===== src/rtl/gbuff_pkg.sv =====
// gbuff_pkg: shared types and width helpers for the global-buffer arbiter.
//   state_t    : arbiter state (IDLE = no owner, OWN = a requester holds the port)
//   id_width   : bits needed to name one of n requesters (owner, pointer, read tag)
//   bcnt_width : bits needed to count 0..max_burst accepts
package gbuff_pkg;

    typedef enum logic {
        IDLE = 1'b0,
        OWN  = 1'b1
    } state_t;

    localparam int N_REQ_DEF     = 3;
    localparam int ADDR_DEF      = 8;
    localparam int DATA_DEF      = 32;
    localparam int MAX_BURST_DEF = 4;

    function automatic int id_width(input int n);
        return (n > 1) ? $clog2(n) : 1;
    endfunction

    function automatic int bcnt_width(input int max_burst);
        return $clog2(max_burst + 1);
    endfunction

endpackage


===== src/rtl/gbuff_arbiter_if.sv =====
// gbuff_arbiter_if: bundle between the NPU requesters / buffer and the arbiter.
//   Requester side : req, req_we, req_addr, req_wdata -> ; <- gnt, rvalid, rdata
//   Buffer side    : buf_we, buf_index, buf_din ->      ; <- buf_dout
//   master modport : the environment (requesters plus buffer instance)
//   slave modport  : the arbiter itself
interface gbuff_arbiter_if
    import gbuff_pkg::*;
#(
    parameter int N_REQ = N_REQ_DEF,
    parameter int ADDR  = ADDR_DEF,
    parameter int DATA  = DATA_DEF
);
    logic [N_REQ-1:0]      req;
    logic [N_REQ-1:0]      req_we;
    logic [N_REQ*ADDR-1:0] req_addr;
    logic [N_REQ*DATA-1:0] req_wdata;
    logic [N_REQ-1:0]      gnt;
    logic [N_REQ-1:0]      rvalid;
    logic [DATA-1:0]       rdata;
    logic                  buf_we;
    logic [ADDR-1:0]       buf_index;
    logic [DATA-1:0]       buf_din;
    logic [DATA-1:0]       buf_dout;

    modport master (
        output req, req_we, req_addr, req_wdata, buf_dout,
        input  gnt, rvalid, rdata, buf_we, buf_index, buf_din
    );

    modport slave (
        input  req, req_we, req_addr, req_wdata, buf_dout,
        output gnt, rvalid, rdata, buf_we, buf_index, buf_din
    );

endinterface


===== src/rtl/rr_pick.sv =====
// rr_pick: combinational round-robin priority picker.
//   req : request vector, one bit per requester
//   ptr : highest-priority index; search runs ptr, ptr+1, ... wrapping modulo N
//   gnt : one-hot grant of the first requesting index found
//   idx : encoded form of gnt
//   any : at least one request was present
module rr_pick
    import gbuff_pkg::*;
#(
    parameter int N    = N_REQ_DEF,
    parameter int ID_W = id_width(N)
) (
    input  logic [N-1:0]    req,
    input  logic [ID_W-1:0] ptr,
    output logic [N-1:0]    gnt,
    output logic [ID_W-1:0] idx,
    output logic            any
);

    always_comb begin
        gnt = '0;
        idx = '0;
        any = 1'b0;
        for (int k = 0; k < N; k++) begin
            if (!any && req[(int'(ptr) + k) % N]) begin
                any                       = 1'b1;
                gnt[(int'(ptr) + k) % N]  = 1'b1;
                idx                       = ID_W'((int'(ptr) + k) % N);
            end
        end
    end

endmodule


===== src/rtl/gbuff_arbiter.sv =====
// gbuff_arbiter: round-robin, burst-bounded arbiter sharing one global-buffer
// port between N_REQ requesters. Everything is on the rising edge; the buffer
// itself samples on the falling edge of the cycle after an accept.
//   clk  : clock, rising edge
//   rst  : synchronous reset, active low
//   bus  : gbuff_arbiter_if.slave
//          req/req_we/req_addr/req_wdata in, gnt out (combinational)
//          rvalid/rdata out (registered, one cycle after a read accept)
//          buf_we/buf_index/buf_din out (registered), buf_dout in
module gbuff_arbiter
    import gbuff_pkg::*;
#(
    parameter int N_REQ     = N_REQ_DEF,
    parameter int ADDR      = ADDR_DEF,
    parameter int DATA      = DATA_DEF,
    parameter int MAX_BURST = MAX_BURST_DEF
) (
    input  logic          clk,
    input  logic          rst,
    gbuff_arbiter_if.slave bus
);

    localparam int ID_W = id_width(N_REQ);
    localparam int BC_W = bcnt_width(MAX_BURST);

    state_t            state_q, state_d;
    logic [ID_W-1:0]   own_q, own_d;
    logic [ID_W-1:0]   ptr_q, ptr_d;
    logic [BC_W-1:0]   bcnt_q, bcnt_d;

    logic [ID_W-1:0]   pick_ptr;
    logic [N_REQ-1:0]  pick_gnt;
    logic [ID_W-1:0]   pick_idx;
    logic              pick_any;

    logic              own_cont;
    logic [N_REQ-1:0]  gnt_c;
    logic              xfer;
    logic [ID_W-1:0]   xfer_id;
    logic              sel_we;
    logic [ADDR-1:0]   sel_addr;
    logic [DATA-1:0]   sel_wdata;

    logic              pend_vld_p1;
    logic [ID_W-1:0]   pend_id_p1;

    function automatic logic [ID_W-1:0] next_id(input logic [ID_W-1:0] x);
        return (int'(x) == N_REQ - 1) ? '0 : x + ID_W'(1);
    endfunction

    // The owner keeps the port while it still requests and has burst budget left.
    assign own_cont = (state_q == OWN) && bus.req[own_q] &&
                      (bcnt_q < BC_W'(MAX_BURST));

    // On release the search restarts just past the old owner, in the same
    // cycle, so a hand-over costs no bubble.
    assign pick_ptr = (state_q == OWN) ? next_id(own_q) : ptr_q;

    rr_pick #(
        .N    (N_REQ),
        .ID_W (ID_W)
    ) u_pick (
        .req (bus.req),
        .ptr (pick_ptr),
        .gnt (pick_gnt),
        .idx (pick_idx),
        .any (pick_any)
    );

    always_comb begin
        state_d = state_q;
        own_d   = own_q;
        ptr_d   = ptr_q;
        bcnt_d  = bcnt_q;
        gnt_c   = '0;
        xfer    = 1'b0;
        xfer_id = pick_idx;
        if (own_cont) begin
            gnt_c   = N_REQ'(1) << own_q;
            xfer    = 1'b1;
            xfer_id = own_q;
            bcnt_d  = bcnt_q + BC_W'(1);
        end else begin
            if (state_q == OWN) begin
                ptr_d = next_id(own_q);
            end
            if (pick_any) begin
                gnt_c   = pick_gnt;
                xfer    = 1'b1;
                state_d = OWN;
                own_d   = pick_idx;
                bcnt_d  = BC_W'(1);
            end else begin
                state_d = IDLE;
                bcnt_d  = '0;
            end
        end
        if (!rst) begin
            gnt_c = '0;
            xfer  = 1'b0;
        end
    end

    assign bus.gnt   = gnt_c;
    assign sel_we    = bus.req_we[xfer_id];
    assign sel_addr  = bus.req_addr[int'(xfer_id)*ADDR +: ADDR];
    assign sel_wdata = bus.req_wdata[int'(xfer_id)*DATA +: DATA];

    always_ff @(posedge clk) begin
        if (!rst) begin
            state_q <= IDLE;
            own_q   <= '0;
            ptr_q   <= '0;
            bcnt_q  <= '0;
        end else begin
            state_q <= state_d;
            own_q   <= own_d;
            ptr_q   <= ptr_d;
            bcnt_q  <= bcnt_d;
        end
    end

    // Stage p0 -> p1: accepted request onto the buffer pins, read tag captured.
    // Stage p1 -> p2: buffer read data returned to the tagged requester.
    always_ff @(posedge clk) begin
        if (!rst) begin
            bus.buf_we    <= 1'b0;
            bus.buf_index <= '0;
            bus.buf_din   <= '0;
            pend_vld_p1   <= 1'b0;
            pend_id_p1    <= '0;
            bus.rvalid    <= '0;
            bus.rdata     <= '0;
        end else begin
            bus.buf_we  <= xfer && sel_we;
            if (xfer) begin
                bus.buf_index <= sel_addr;
                bus.buf_din   <= sel_wdata;
            end
            pend_vld_p1 <= xfer && !sel_we;
            pend_id_p1  <= xfer_id;
            bus.rvalid  <= pend_vld_p1 ? (N_REQ'(1) << pend_id_p1) : '0;
            if (pend_vld_p1) begin
                bus.rdata <= bus.buf_dout;
            end
        end
    end

endmodule


===== src/flat_wrapper.sv =====
// flat-port wrapper written by rule: the top's interface ports become plain ports
module gbuff_arbiter_flat import gbuff_pkg::*;
#(
    parameter int N_REQ     = N_REQ_DEF,
    parameter int ADDR      = ADDR_DEF,
    parameter int DATA      = DATA_DEF,
    parameter int MAX_BURST = MAX_BURST_DEF
)
  (clk, rst, bus_req, bus_req_we, bus_req_addr, bus_req_wdata, bus_buf_dout, bus_gnt, bus_rvalid, bus_rdata, bus_buf_we, bus_buf_index, bus_buf_din);
  gbuff_arbiter_if #(.N_REQ(N_REQ), .ADDR(ADDR), .DATA(DATA)) bus_i ();
  input  logic clk;
  input  logic rst;
  input wire logic [$bits(bus_i.req)-1:0] bus_req;
  input wire logic [$bits(bus_i.req_we)-1:0] bus_req_we;
  input wire logic [$bits(bus_i.req_addr)-1:0] bus_req_addr;
  input wire logic [$bits(bus_i.req_wdata)-1:0] bus_req_wdata;
  input wire logic [$bits(bus_i.buf_dout)-1:0] bus_buf_dout;
  output wire logic [$bits(bus_i.gnt)-1:0] bus_gnt;
  output wire logic [$bits(bus_i.rvalid)-1:0] bus_rvalid;
  output wire logic [$bits(bus_i.rdata)-1:0] bus_rdata;
  output wire logic [$bits(bus_i.buf_we)-1:0] bus_buf_we;
  output wire logic [$bits(bus_i.buf_index)-1:0] bus_buf_index;
  output wire logic [$bits(bus_i.buf_din)-1:0] bus_buf_din;
  assign bus_i.req = bus_req;
  assign bus_i.req_we = bus_req_we;
  assign bus_i.req_addr = bus_req_addr;
  assign bus_i.req_wdata = bus_req_wdata;
  assign bus_i.buf_dout = bus_buf_dout;
  assign bus_gnt = bus_i.gnt;
  assign bus_rvalid = bus_i.rvalid;
  assign bus_rdata = bus_i.rdata;
  assign bus_buf_we = bus_i.buf_we;
  assign bus_buf_index = bus_i.buf_index;
  assign bus_buf_din = bus_i.buf_din;
  gbuff_arbiter #(.N_REQ(N_REQ), .ADDR(ADDR), .DATA(DATA), .MAX_BURST(MAX_BURST)) u_core (.clk(clk), .rst(rst), .bus(bus_i));
endmodule

===== config.mk =====
export PLATFORM = sky130hd
export DESIGN_NAME = gbuff_arbiter_flat
export DESIGN_NICKNAME = d
export VERILOG_FILES = /design/src/rtl/gbuff_pkg.sv /design/src/rtl/gbuff_arbiter_if.sv /design/src/rtl/rr_pick.sv /design/src/rtl/gbuff_arbiter.sv /design/src/flat_wrapper.sv
export SDC_FILE = /design/constraint.sdc
export NUM_CORES = 1
export LEC_CHECK = 0
export CAP_MARGIN = 20
export CORE_UTILIZATION = 43
export CTS_CLUSTER_DIAMETER = 60
export CTS_CLUSTER_SIZE = 25
export DETAILED_ROUTE_END_ITERATION = 10
export PLACE_DENSITY = 0.94
export SLEW_MARGIN = 20
export SYNTH_ARGS = -nofsm -noshare
export SYNTH_HDL_FRONTEND = slang
export SYNTH_HIERARCHICAL = 1
export SYNTH_SLANG_ARGS = --single-unit

===== constraint.sdc =====
create_clock -name clk -period 7.9 [get_ports clk]
set_clock_uncertainty 0.15 [all_clocks]
set_input_delay 1.185 -clock clk [delete_from_list [all_inputs] [get_ports clk]]
set_output_delay 1.185 -clock clk [all_outputs]
set_load 0.02 [all_outputs]

==> results.ini, run 1 <==
[status]
status = finished clean

[timing]
fin_ws_ns = 2.71
slew_viol_final = 0
whs_ns = 0.294
rsz0062_at_grt = no
setup_viol = 0
post-route-period-util_pct = 65.6
fmax_mhz = 193
hold_violations = 0
post-route-min-period_ns = 5.19
relSlewSlack_pct = 35.4
tightest_slew_ns = 0.966
finalSetupTns_ns = 0

[floorplanning]
die_w_um = 103
ios = 239
die_area_um2 = 10700
start_util_pct = 44.8
num_rows = 36
core_um2 = 9860
die_h_um = 103

[grt]
grtUsageTotal_pct = 23.6
grt_overflow = 0
antenna_found_initial = 0
grt_pass1_wl_um = 19300
first_global_vias = 3998
grt_max_degree = 47

[power]
p_comb_share_pct = 58.8
switching_share_pct = 40.3
leakage_uw = 0.00272
power.switching_uw = 959
max-vdd-ir-drop_v = 0.000206
p_int_uw = 1420
power_frac_clock_pct = 12.6
power_density_nw_per_um2 = 338
pwr-share-seq_pct = 28.6

[clock_network]
htree_levels = 3
cts_tree = yes
cts_max_path_buffers = 2
path_clk_slew_ns = 0.08
clock_latency_ns = 0.35
cts_sinks = 87
root_buffer = clkbuf_8
cts_buffers = 9
post_cts_buffers = 0
cts-resized-gates = 0
postCtsHoldBufs = 0

[placed_design]
dp_slack_ns = 2.74
hpwlAfterDp_um = 9920
place_congestion = 0.855
place_inst = 755
io_buffer_count = 238

[routing]
viasPerCell = 5.24
drtIter0Drc = 68
finalWirelength_um = 13100
routedWlPerCell_um = 17.0
drc_errors = 0
num_vias = 4038
first_pass_iters = 4
antenna_left = 0

[critical_path]
crit_path_end_kind = primary output
cp_max_fo = 9
critPathKind = input port to primary output
slowest_stage = clkdlybuf4s50_1
crit_path_max_incr_delay_ns = 0.73
critPathLaunchType = input port
crit_path_frequent_cell = clkdlybuf4s50_1
crit_required_ns = 6.57
arrival_ns = 3.85
r2r_setup_slack_ns = 3.73
path_cells = clkdlybuf4s50_1, nand2b_1, nand2_1, nor2_1, o21bai_1, nand3_1, a21boi_0, clkdlybuf4s50_1

[layout]
fin_nets = 798
syn_to_final_growth_pct = 59.6
drive_gt1_share_pct = 10.5
antenna_cells = 0
stdcell_count = 771

[synthesis]
synth_edf_count = 0
synth_area_um2 = 4420
synth_ff_type = dfxtp_1
synth_cell_types = 48
synth-simple-area-share_pct = 17.3
avgSynthCellArea_um2 = 10.8
synth_fa_ha_area_share_pct = 1.41
ys_ff_latch = 87
synth_nets = 574
synth_compound_area_share_pct = 14.7
yosysWarnings = 6
async_reset_ff_share_pct = 0
synth_top_family_by_area = multiplexers
synth_seq_area_share_pct = 39.4
synth_mux_area_share_pct = 22.9
syn-instance-count = 409
synthXorXnorAreaFrac_pct = 0

[run]
maxCapViolations = 0

[worst_hold_path]
hold_path.class = flip-flop to flip-flop

==> cell usage in the layout (no fill, tap or decap), drive strengths merged, types with 3 or more instances in the layout <==
master	instances
a21boi	4
a21oi	9
a221o	40
and2	43
and3	3
buf	4
clkbuf	9
clkdlybuf4s50	238
dfxtp	87
ha	5
inv	10
mux2	42
mux2i	40
nand2	11
nand2b	4
nand3	6
nor2	8
nor2b	38
nor3	4
nor3b	3
==> layer usage <==
layer / vias to the layer above / wire (µm) / global-route usage (%)
li1: 1939 / - / -
met2: 181 / 6840 / 44.6
met1: 1904 / 4960 / 25.4
met5: - / 0 / 0
met4: 0 / 155 / 7.15
met3: 14 / 1170 / 6.45
==> critical path, delay by kind of cell <==
family	cells	cell delay, ns
buf+inv	2	1.39
compound gates	2	0.78
simple gates	4	0.51
==> worst paths after layout <==
| check | from | to | cells past startpoint |
|---|---|---|---|
| setup / recovery | bus_req[1] | bus_gnt[1] | 8 |
| hold reg to reg | u_core/bcnt_q[0] | u_core/bcnt_q[0] | 1 |
| setup reg to reg | u_core/own_q[1] | u_core/bus.buf_din[27] | 13 |
| hold / removal | u_core/bcnt_q[0] | u_core/bcnt_q[0] | 1 |
==> state kept, by name, indices dropped and copies added, names as in the netlist <==
signal,cells
u_core/bus.buf_din,32
u_core/bus.rdata,32
u_core/bus.buf_index,8
u_core/bcnt_q,3
u_core/bus.rvalid,3
u_core/own_q,2
u_core/pend_id_p1,2
u_core/ptr_q,2
u_core/bus.buf_we,1
u_core/pend_vld_p1,1
u_core/state_q,1
==> stage by stage <==
| step | instance area (µm²) | util (%) | power (µW) |
|---|---|---|---|
| after floorplan | 4420 | - | 1620 |
| after CTS | 7060 | 71.5 | 2400 |
| after detailed placement | 6860 | 69.5 | 2090 |
| after global routing | 7060 | 71.5 | 2530 |
| after global placement | 6860 | 69.5 | 2060 |
| final | 7060 | 71.5 | 2380 |
==> Yosys cell counts, drive strengths merged, types with 3 or more instances <==
| cell type | number | share of area [%] |
|---|---|---|
| buf | 11 | 2.0 |
| a21boi | 4 | 0.68 |
| a221o | 40 | 9.1 |
| mux2 | 42 | 13 |
| ha | 5 | 1.4 |
| and3 | 3 | 0.42 |
| a21oi | 9 | 1.0 |
| clkbuf | 18 | 1.8 |
| nor2 | 8 | 0.68 |
| nor2b | 38 | 5.4 |
| mux2i | 40 | 9.6 |
| dfxtp | 87 | 39 |
| nand3 | 6 | 0.68 |
| nand2 | 11 | 0.93 |
| nand2b | 4 | 0.57 |
| and2 | 43 | 6.1 |
| inv | 7 | 0.59 |
| nor3b | 3 | 0.51 |
| nor3 | 4 | 0.71 |
==> cell type report <==
class	instances	area (µm²)
clock buffers	9	124
clock inverters	7	73.8
fillers	700	2810
inverters	7	26.3
multi-input cells	286	2510
flip-flops and latches	87	1740
well taps	133	166
repair buffers	242	2410
==> power by group through the flow <==
stage | Sequential (µW) | Combinational (µW) | Clock, µW
2_1_floorplan | 783 | 838 | 0
3_3_place_gp | 684 | 1380 | 0
3_5_place_dp | 687 | 1400 | 0
4_1_cts | 682 | 1400 | 310
5_1_grt | 699 | 1500 | 330
6_report | 680 | 1400 | 301
==> cell families after synthesis <==
| kind of cell | Yosys count |
|---|---|
| and+or+nand+nor | 127 |
| AOI/OAI and AO/OA | 72 |
| buffers and inverters | 36 |
| muxes | 82 |
| adders and majority gates | 5 |
| DFF | 87 |
No activity file was read; power rests on OpenSTA's default activity.
==> run 2: changes to the inputs <==
--- a/config.mk
+++ b/config.mk
@@ -6,11 +6,11 @@
 export NUM_CORES = 1
 export LEC_CHECK = 0
 export CAP_MARGIN = 20
-export CORE_UTILIZATION = 43
+export CORE_UTILIZATION = 36
 export CTS_CLUSTER_DIAMETER = 60
 export CTS_CLUSTER_SIZE = 25
 export DETAILED_ROUTE_END_ITERATION = 10
-export PLACE_DENSITY = 0.94
+export PLACE_DENSITY = 0.85
 export SLEW_MARGIN = 20
 export SYNTH_ARGS = -nofsm -noshare
 export SYNTH_HDL_FRONTEND = slang
==> constraint.sdc (replaced) <==
create_clock -name clk -period 4.5 [get_ports clk]
set_clock_uncertainty 0.15 [all_clocks]
set_input_delay 0.675 -clock clk [delete_from_list [all_inputs] [get_ports clk]]
set_output_delay 0.675 -clock clk [all_outputs]
set_load 0.02 [all_outputs]
==> run 2 against run 1 <==
- combinational power grew 77%
- critical path depth rose by 3
- sequential share of layout area fell by 0.59 points
- core utilization down 11 points
- non-clock buffer count grew 1
- clock power grew to 2.8 times the previous value
- sequential cell count unchanged
- routed wire length shrank 0.68%
- sequential power rose by 76%
- worst hold slack gained 0.0040 ns
- first-iteration DRC count increased to 2.8 times the previous value
- largest cell class unchanged
==> results.ini, run 2 (synthesized netlist as in run 1, its figures left out) <==
[clock_network]
cts-resized-gates = 0
clock_latency_ns = 0.33
htree_levels = 3
postCtsHoldBufs = 0
path_clk_slew_ns = 0.07
cts_tree = yes
cts_sinks = 87
cts_max_path_buffers = 2
post_cts_buffers = 0
root_buffer = clkbuf_16
cts_buffers = 9

[layout]
mostFrequentLayoutCell = clkdlybuf4s50_1
fin_util_pct = 60.2
multiInputGateArea_um2 = 2510
fin_area_um2 = 7230
fillers = 968
top_regs = u_core/bus.buf_din: 32 flops, u_core/bus.rdata: 32 flops, u_core/bus.buf_index: 8 flops
syn_to_final_growth_pct = 63.5
final_cell_mix = 238 x clkdlybuf4s50_1, 86 x dfxtp_1, 43 x and2_1
fin_nets = 799
drive_gt1_share_pct = 10.6
ff_latch_area_um2 = 1740
antenna_cells = 0

[timing]
finalSetupTns_ns = 0
tightest_slew_ns = 1.01
hold_violations = 0
rsz0062_at_grt = no
relSlewSlack_pct = 32.2
fmax_mhz = 240
slew_viol_final = 0
setup_viol = 0
post-route-period-util_pct = 92.7
post-route-min-period_ns = 4.17

[routing]
routedWlPerCell_um = 16.6
wl_met1_um = 5120
first_pass_iters = 4
wl_met3_um = 1150
drc_errors = 0
num_vias = 4012
antenna_left = 0
drtIter0Drc = 191
wl_met2_um = 6600
viasPerCell = 5.10
route.top_layer_used = met4
finalWirelength_um = 13000

[critical_path]
arrival_ns = 3.35
crit_path_max_incr_delay_ns = 0.66
r2r_setup_slack_ns = 0.70
cp_max_fo = 12
critPathKind = flip-flop to primary output
slowest_stage = clkdlybuf4s50_1
crit_path_end_kind = primary output
crit_required_ns = 3.67
critPathLaunchType = flip-flop
path_cells = nor2_1, mux2_2, inv_1, ha_1, nand2_1, nor3_1, o211ai_1, a21oi_1, nand3_1, a21boi_0, clkdlybuf4s50_1

[placed_design]
hpwlAfterDp_um = 9580
place_congestion = 0.844
placed_cell_area_um2 = 6900
io_buffer_count = 238

[floorplanning]
ios = 239
core_um2 = 12000
num_rows = 40
die_area_um2 = 12700
die_w_um = 113
die_h_um = 113
start_util_pct = 36.8

[grt]
grt_pass1_wl_um = 20100
antenna_found_initial = 0
first_global_vias = 4126
grt_overflow = 0
grtUsageTotal_pct = 20.0
grt_max_degree = 44

[power]
power_density_nw_per_um2 = 623
max-vdd-ir-drop_v = 0.000315
leakage_uw = 0.00280

[worst_hold_path]
hold_path.class = flip-flop to flip-flop

[status]
status = finished clean

[run]
maxCapViolations = 0

==> run 2: changes by cell type in the layout (fill, tap and decap cells not counted) <==
cell and change:
inv_6 +3, clkbuf_16 +9, bufinv_16 +2, inv_8 -1, clkinv_4 -1, clkinv_8 -1
buf_12 +1, clkinvlp_4 -2, clkbuf_8 -9
==> run 2: metal layers <==
layer | track usage, % | up-vias
li1 | - | 1934
met4 | 5.60 | 0
met2 | 37.2 | 183
met3 | 7.45 | 16
met1 | 20.8 | 1879
met5 | 0 | -
==> run 2: worst paths after layout <==
| kind | startpoint | cells after the start | to |
|---|---|---|---|
| min | u_core/pend_id_p1[0] | 1 | u_core/bus.rvalid[0] |
| min reg2reg | u_core/pend_id_p1[0] | 1 | u_core/bus.rvalid[0] |
| max reg2reg | u_core/own_q[1] | 13 | u_core/bus.buf_din[25] |
| max | u_core/own_q[1] | 11 | bus_gnt[1] |
==> run 2: area by class of cell <==
| type | count | share of cell area, % |
|---|---|---|
| Tap cell | 147 | 2.54 |
| Multi-Input combinational cell | 286 | 34.7 |
| Sequential cell | 87 | 24.1 |
| Inverter | 7 | 0.363 |
| Clock inverter | 7 | 1.51 |
| Timing Repair Buffer | 243 | 33.6 |
| Clock buffer | 9 | 3.11 |
==> run 2: critical path: cells and delay by family (launching register included) <==
kind / cells / cell delay (ns)
AND/OR/NAND/NOR: 4 / 0.48
adder cells (fa/ha/maj): 1 / 0.39
AO/OA/AOI/OAI: 3 / 0.58
buffers and inverters: 2 / 0.75
multiplexers: 1 / 0.31
flip-flops: 1 / 0.52
==> run 2: metrics by stage <==
stage                     hold slack [ns]  total power (µW)  instances  setup WS [ns]
after detailed placement            0.295              3680        770          0.661
after floorplan                     0.262              2850        409           1.19
after global placement              0.274              3620        770          0.672
after CTS                           0.304              4530        786          0.357
final                               0.298              4510        786          0.327
after global routing                0.318              4750        786          0.111
==> run 2: power by group <==
group | switching (µW) | internal (µW) | leakage, µW
sequential | 181 | 1020 | 0.000717
combinational | 1190 | 1280 | 0.00191
clock | 332 | 501 | 0.000165
